===== config.mk =====
export PLATFORM = sky130hd
export DESIGN_NAME = fc_argmax_ctrl
export DESIGN_NICKNAME = d
export VERILOG_FILES = /design/src/rtl/fc_argmax_ctrl.sv
export SDC_FILE = /design/constraint.sdc
export NUM_CORES = 1
export LEC_CHECK = 0
export BUFFER_PORTS_ARGS = -buffer_cell sky130_fd_sc_hd__buf_2
export CAP_MARGIN = 15
export CORE_ASPECT_RATIO = 2
export CORE_MARGIN = 8
export CORE_UTILIZATION = 51
export DETAILED_ROUTE_END_ITERATION = 12
export PLACE_DENSITY = 0.73
export SYNTH_ARGS = -nofsm -noshare
export SYNTH_HDL_FRONTEND = slang
export SYNTH_SLANG_ARGS = --single-unit

===== constraint.sdc =====
create_clock -name clk -period 14.34 [get_ports clk]
set_input_delay 0.717 -clock clk [delete_from_list [all_inputs] [get_ports clk]]
set_output_delay 0.717 -clock clk [all_outputs]
set_load 0.01 [all_outputs]

===== src/rtl/fc_argmax_ctrl.sv =====
// fc_argmax_ctrl
// Controls the enable/done handshake for the final fully-connected layer
// (one neuron per class) and picks the winning class.
//  - Raises the shared fc_enable on start and keeps it high until every
//    neuron reports done. All outputs are captured on that same edge.
//  - Runs a sequential signed argmax with one compare per cycle.
//    On equal scores the lower class index wins.
//  - Aborts with a one-cycle timeout_err pulse if done never completes.
// Ports:
//  clk, rst        clock (rising edge); asynchronous active-high reset
//  start           classification request, sampled only while idle
//  busy            high whenever the controller is not idle
//  fc_enable       shared enable to all FC neurons
//  fc_done         per-neuron done flags (bit i = neuron i)
//  fc_out          packed signed neuron outputs, neuron i at [i*ACC_W +: ACC_W]
//  class_idx       winning class index (held until next result or reset)
//  class_score     winning class score (held until next result or reset)
//  result_valid    one-cycle pulse when class_idx/class_score are new
//  timeout_err     one-cycle pulse when a run is aborted on timeout
module fc_argmax_ctrl #(
  parameter int N_CLASS     = 10,
  parameter int ACC_W       = 38,
  parameter int IDX_W       = 4,
  parameter int TIMEOUT_CYC = 8192
) (
  input  logic                      clk,
  input  logic                      rst,
  input  logic                      start,
  output logic                      busy,
  output logic                      fc_enable,
  input  logic [N_CLASS-1:0]        fc_done,
  input  logic [N_CLASS*ACC_W-1:0]  fc_out,
  output logic [IDX_W-1:0]          class_idx,
  output logic signed [ACC_W-1:0]   class_score,
  output logic                      result_valid,
  output logic                      timeout_err
);

  localparam int CNT_W = (TIMEOUT_CYC > 2) ? $clog2(TIMEOUT_CYC) : 1;

  typedef enum logic [1:0] {IDLE, RUN, SCAN, DONE} state_t;

  state_t                   state;
  logic [CNT_W-1:0]         run_cnt;
  logic [IDX_W-1:0]         scan_idx;
  logic [IDX_W-1:0]         best_idx;
  logic signed [ACC_W-1:0]  best;
  logic signed [ACC_W-1:0]  score [N_CLASS];
  logic signed [ACC_W-1:0]  fc_slice [N_CLASS];

  // Unpack the neuron outputs so the capture is a plain per-element copy.
  generate
    for (genvar gi = 0; gi < N_CLASS; gi++) begin : g_slice
      assign fc_slice[gi] = fc_out[gi*ACC_W +: ACC_W];
    end
  endgenerate

  // Candidate for this scan step. Index 0 always seeds the running best.
  // A strict '>' keeps the lower index when scores are equal.
  logic signed [ACC_W-1:0] cur_score;
  logic                    take_cur;
  logic signed [ACC_W-1:0] best_next;
  logic [IDX_W-1:0]        best_idx_next;

  always_comb begin
    cur_score     = score[scan_idx];
    take_cur      = (scan_idx == '0) || (cur_score > best);
    best_next     = take_cur ? cur_score : best;
    best_idx_next = take_cur ? scan_idx : best_idx;
  end

  // Decoded from the state register, so it drops the moment rst forces IDLE.
  assign busy = (state != IDLE);

  always_ff @(posedge clk or posedge rst) begin
    if (rst) begin
      state        <= IDLE;
      fc_enable    <= 1'b0;
      result_valid <= 1'b0;
      timeout_err  <= 1'b0;
      class_idx    <= '0;
      class_score  <= '0;
      run_cnt      <= '0;
      scan_idx     <= '0;
      best_idx     <= '0;
      best         <= '0;
      for (int i = 0; i < N_CLASS; i++) score[i] <= '0;
    end else begin
      result_valid <= 1'b0;
      timeout_err  <= 1'b0;
      case (state)
        IDLE: begin
          run_cnt <= '0;
          if (start) begin
            state     <= RUN;
            fc_enable <= 1'b1;
          end
        end
        RUN: begin
          // Capture on the edge where all done bits are seen, while enable
          // is still high: the neurons clear their outputs once it drops.
          // Done takes priority over a coincident timeout.
          if (&fc_done) begin
            for (int i = 0; i < N_CLASS; i++) score[i] <= fc_slice[i];
            fc_enable <= 1'b0;
            scan_idx  <= '0;
            state     <= SCAN;
          end else if (run_cnt == CNT_W'(TIMEOUT_CYC - 1)) begin
            fc_enable   <= 1'b0;
            timeout_err <= 1'b1;
            state       <= IDLE;
          end else begin
            run_cnt <= run_cnt + CNT_W'(1);
          end
        end
        SCAN: begin
          best     <= best_next;
          best_idx <= best_idx_next;
          if (scan_idx == IDX_W'(N_CLASS - 1)) begin
            class_idx    <= best_idx_next;
            class_score  <= best_next;
            result_valid <= 1'b1;
            state        <= DONE;
          end else begin
            scan_idx <= scan_idx + IDX_W'(1);
          end
        end
        DONE: begin
          // start is deliberately not sampled here.
          state <= IDLE;
        end
        default: state <= IDLE;
      endcase
    end
  end

endmodule

==> results_dict.tcl <==
set metrics [dict create \
    netlist_area_um2 22950 \
    finalSetupTns_ns 0 \
    wl_um 65670 \
    crit_required_ns 14.76 \
    synth_top_area_share_pct 52.98 \
    grt_pass1_wl_um 100200 \
    rsz0062_at_grt "no" \
    grt_pass1_vias 16192 \
    r2r_setup_slack_ns 7.21 \
    clock_latency_ns 0.56 \
    postCtsSetupBuffers 0 \
    die_x_um 166.0 \
    utilization_pct 60.29 \
    die_y_um 316.0 \
    leakage_nw 13.35 \
    async_flop_share_pct 100.0 \
    ys_warn_count 0 \
    layout-drive-gt1-share_pct 53.35 \
    fmax_ghz 0.1403 \
    cts_tree "yes" \
    path_max_fanout 48 \
    cts.root.buffer_cell "clkbuf_16" \
    tightest_slew_ns 1.191 \
    htreeDepth 2 \
    slew_headroom_pct 20.59 \
    r2r-start "scan_idx[0]" \
    core-area_um2 44730 \
    clockBufferDepth 3 \
    synth_edf_count 0 \
    power_density_nw_per_um2 105.5 \
    initial_core_util_pct 51.31 \
    reg2reg_depth 13 \
    num_rows 110 \
    hold_violations 0 \
    grt_usage_pct 24.99 \
    synth_seq_cells 486 \
    drt_first_pass_iters 5 \
    cts.clk_slew.worst_paths_ns 0.07 \
    yosys-top-cells-area "dfrtp_1 (53%), mux2_2 (21%), mux4_2 (7.5%)" \
    post_cts_resized 0 \
    dp_hpwl_um 48480 \
    antenna_found_initial 16 \
    grt_overflow 0 \
    cts_hold_buf 0 \
    syn_avg_cell_area_um2 14.42 \
    ant_nets 0 \
    drt-initial-drc-count 1101 \
    final_max_slew_viol_count 0 \
    cts_buffers 44 \
    critical_path_class "register to register" \
    layout_common_cells "dfrtp_1 (484), buf_2 (438), mux2_2 (420)" \
    end_kind "register" \
    arrival_ns 7.55 \
    yosys_most_used_dff "dfrtp_1" \
    status "completed" \
    startpoint_type "register" \
    clock_skew_ns 0.02160 \
    r2r_end "best[9]" \
    fin_crit_sh_pct 49.70 \
    yosysUniqueCellTypes 55 \
    hold_slack_ns 0.2771 \
    ios 439 \
    setup_viol 0 \
    finalWeightedCongestion 0.8517 \
    min_period_ns 7.127 \
    final_common_cell "dfrtp_1" \
    vdd_ir_drop_max_v 0.0001088 \
    wl_per_cell_um 25.42 \
    fillers 3524 \
    syn_inst 1592 \
    nets 2414 \
    maxCapViolations 0 \
    synth_fp_nets 2027 \
    numPortBuffers 438 \
    pre_cts_ws_ns 7.196 \
    drc 0 \
    ys_seq_area_share_pct 52.98 \
    vias_per_cell 5.923 \
    cts_sinks 486 \
    die_area_um2 52460 \
    yosys.area.top_type "dfrtp_1" \
    num_vias 15300 \
    area_growth_pct 17.48 \
    p_total_w 0.002846 \
    hold_class "input pin to async pin" \
    timing.final.ws_setup_ns 7.214 \
    grt_max_degree 198 \
]
==> through the flow <==
step | cells | cell area [µm²]
after global routing | 2577 | 26950
after floorplan | 1592 | 22950
final | 2583 | 26970
after CTS | 2575 | 26950
after detailed placement | 2493 | 25500
after global placement | 2493 | 25500
==> report_power, final <==
part	switching [W]	internal [W]	total [W]
registers	0.0000271	0.00141	0.00143
clock network	0.000521	0.000671	0.00119
logic	0.000124	0.0000964	0.000221
==> final cells by class <==
class / instances / area, µm² / share of cell area, %
Multi-Input combinational cell: 941 / 10070 / 37.34
Sequential cell: 486 / 12170 / 45.13
Clock buffer: 69 / 1318 / 4.886
Antenna cell: 8 / 20.02 / 0.07424
Clock inverter: 13 / 132.6 / 0.4918
Tap cell: 560 / 700.7 / 2.598
Timing Repair Buffer: 455 / 2357 / 8.742
Inverter: 51 / 198.9 / 0.7378
==> Yosys cell counts (all sizes together) (2+ instances only) <==
cell,instances
inv,50
o311ai,38
nand3,14
xnor2,5
buf,67
nand4,51
a31oi,3
a221oi,2
a211oi,3
o2bb2ai,38
nand2b,5
clkbuf,47
mux4,76
a21bo,2
o21ai,18
nor4,6
mux2,458
nor3,8
a22oi,38
a21oi,18
or2,2
dfrtp,486
or3,2
a2bb2oi,2
nor2b,2
ha,42
o211ai,3
nand2,63
nor2,26
xor2,5
==> how the worst max path moves through the flow <==
stage	to	start	depth (start not counted)
floorplan	async pin	rst	1
global placement	best_idx[0]	scan_idx[0]	13
detailed placement	best[8]	scan_idx[0]	13
CTS	best[8]	scan_idx[0]	13
global route	best[8]	scan_idx[0]	13
finish	best[9]	scan_idx[0]	13
==> logic make-up (layout without fill, tap and decap cells) <==
| logic type | Yosys count | after routing | synth area share [%] |
|---|---|---|---|
| compound gates | 169 | 169 | 6.939 |
| xor+xnor | 10 | 10 | 0.3816 |
| fa+ha+maj | 42 | 42 | 2.289 |
| buf+inv | 165 | 588 | 3.281 |
| flops | 486 | 486 | 52.98 |
| mux | 535 | 535 | 29.97 |
| other cells | 0 | 8 | 0 |
| simple gates | 185 | 185 | 4.154 |
==> sequential cells by signal, indices dropped and copies added (netlist names), named ones only <==
name	count
result_valid	1
run_cnt	13
fc_enable	1
scan_idx	4
best_idx	4
state	1
timeout_err	1
class_score	38
class_idx	4
score	380
best	38
==> critical path: stages, from the launching register on <==
cell       delay, ns
dfrtp_4         0.81
buf_4           0.67
buf_4           0.78
mux4_2          0.60
a22oi_1         0.43
o2bb2ai_1       0.23
ha_1            0.33
nand4_1         0.21
nor2_1          0.08
a211oi_2        0.17
o211ai_1        0.22
or4_2           1.19
nand3_4         0.72
mux2_1          0.39
==> routing by layer <==
layer  share of wire (%)  GRT usage [%]  vias up
li1                    -              -     6740
met1                  40          31.36     7773
met2                  48          40.66      648
met3                 7.9          6.992      121
met4                 3.8          9.836       18
met5                0.17              0        -
Power figures use the tool's default switching activity.
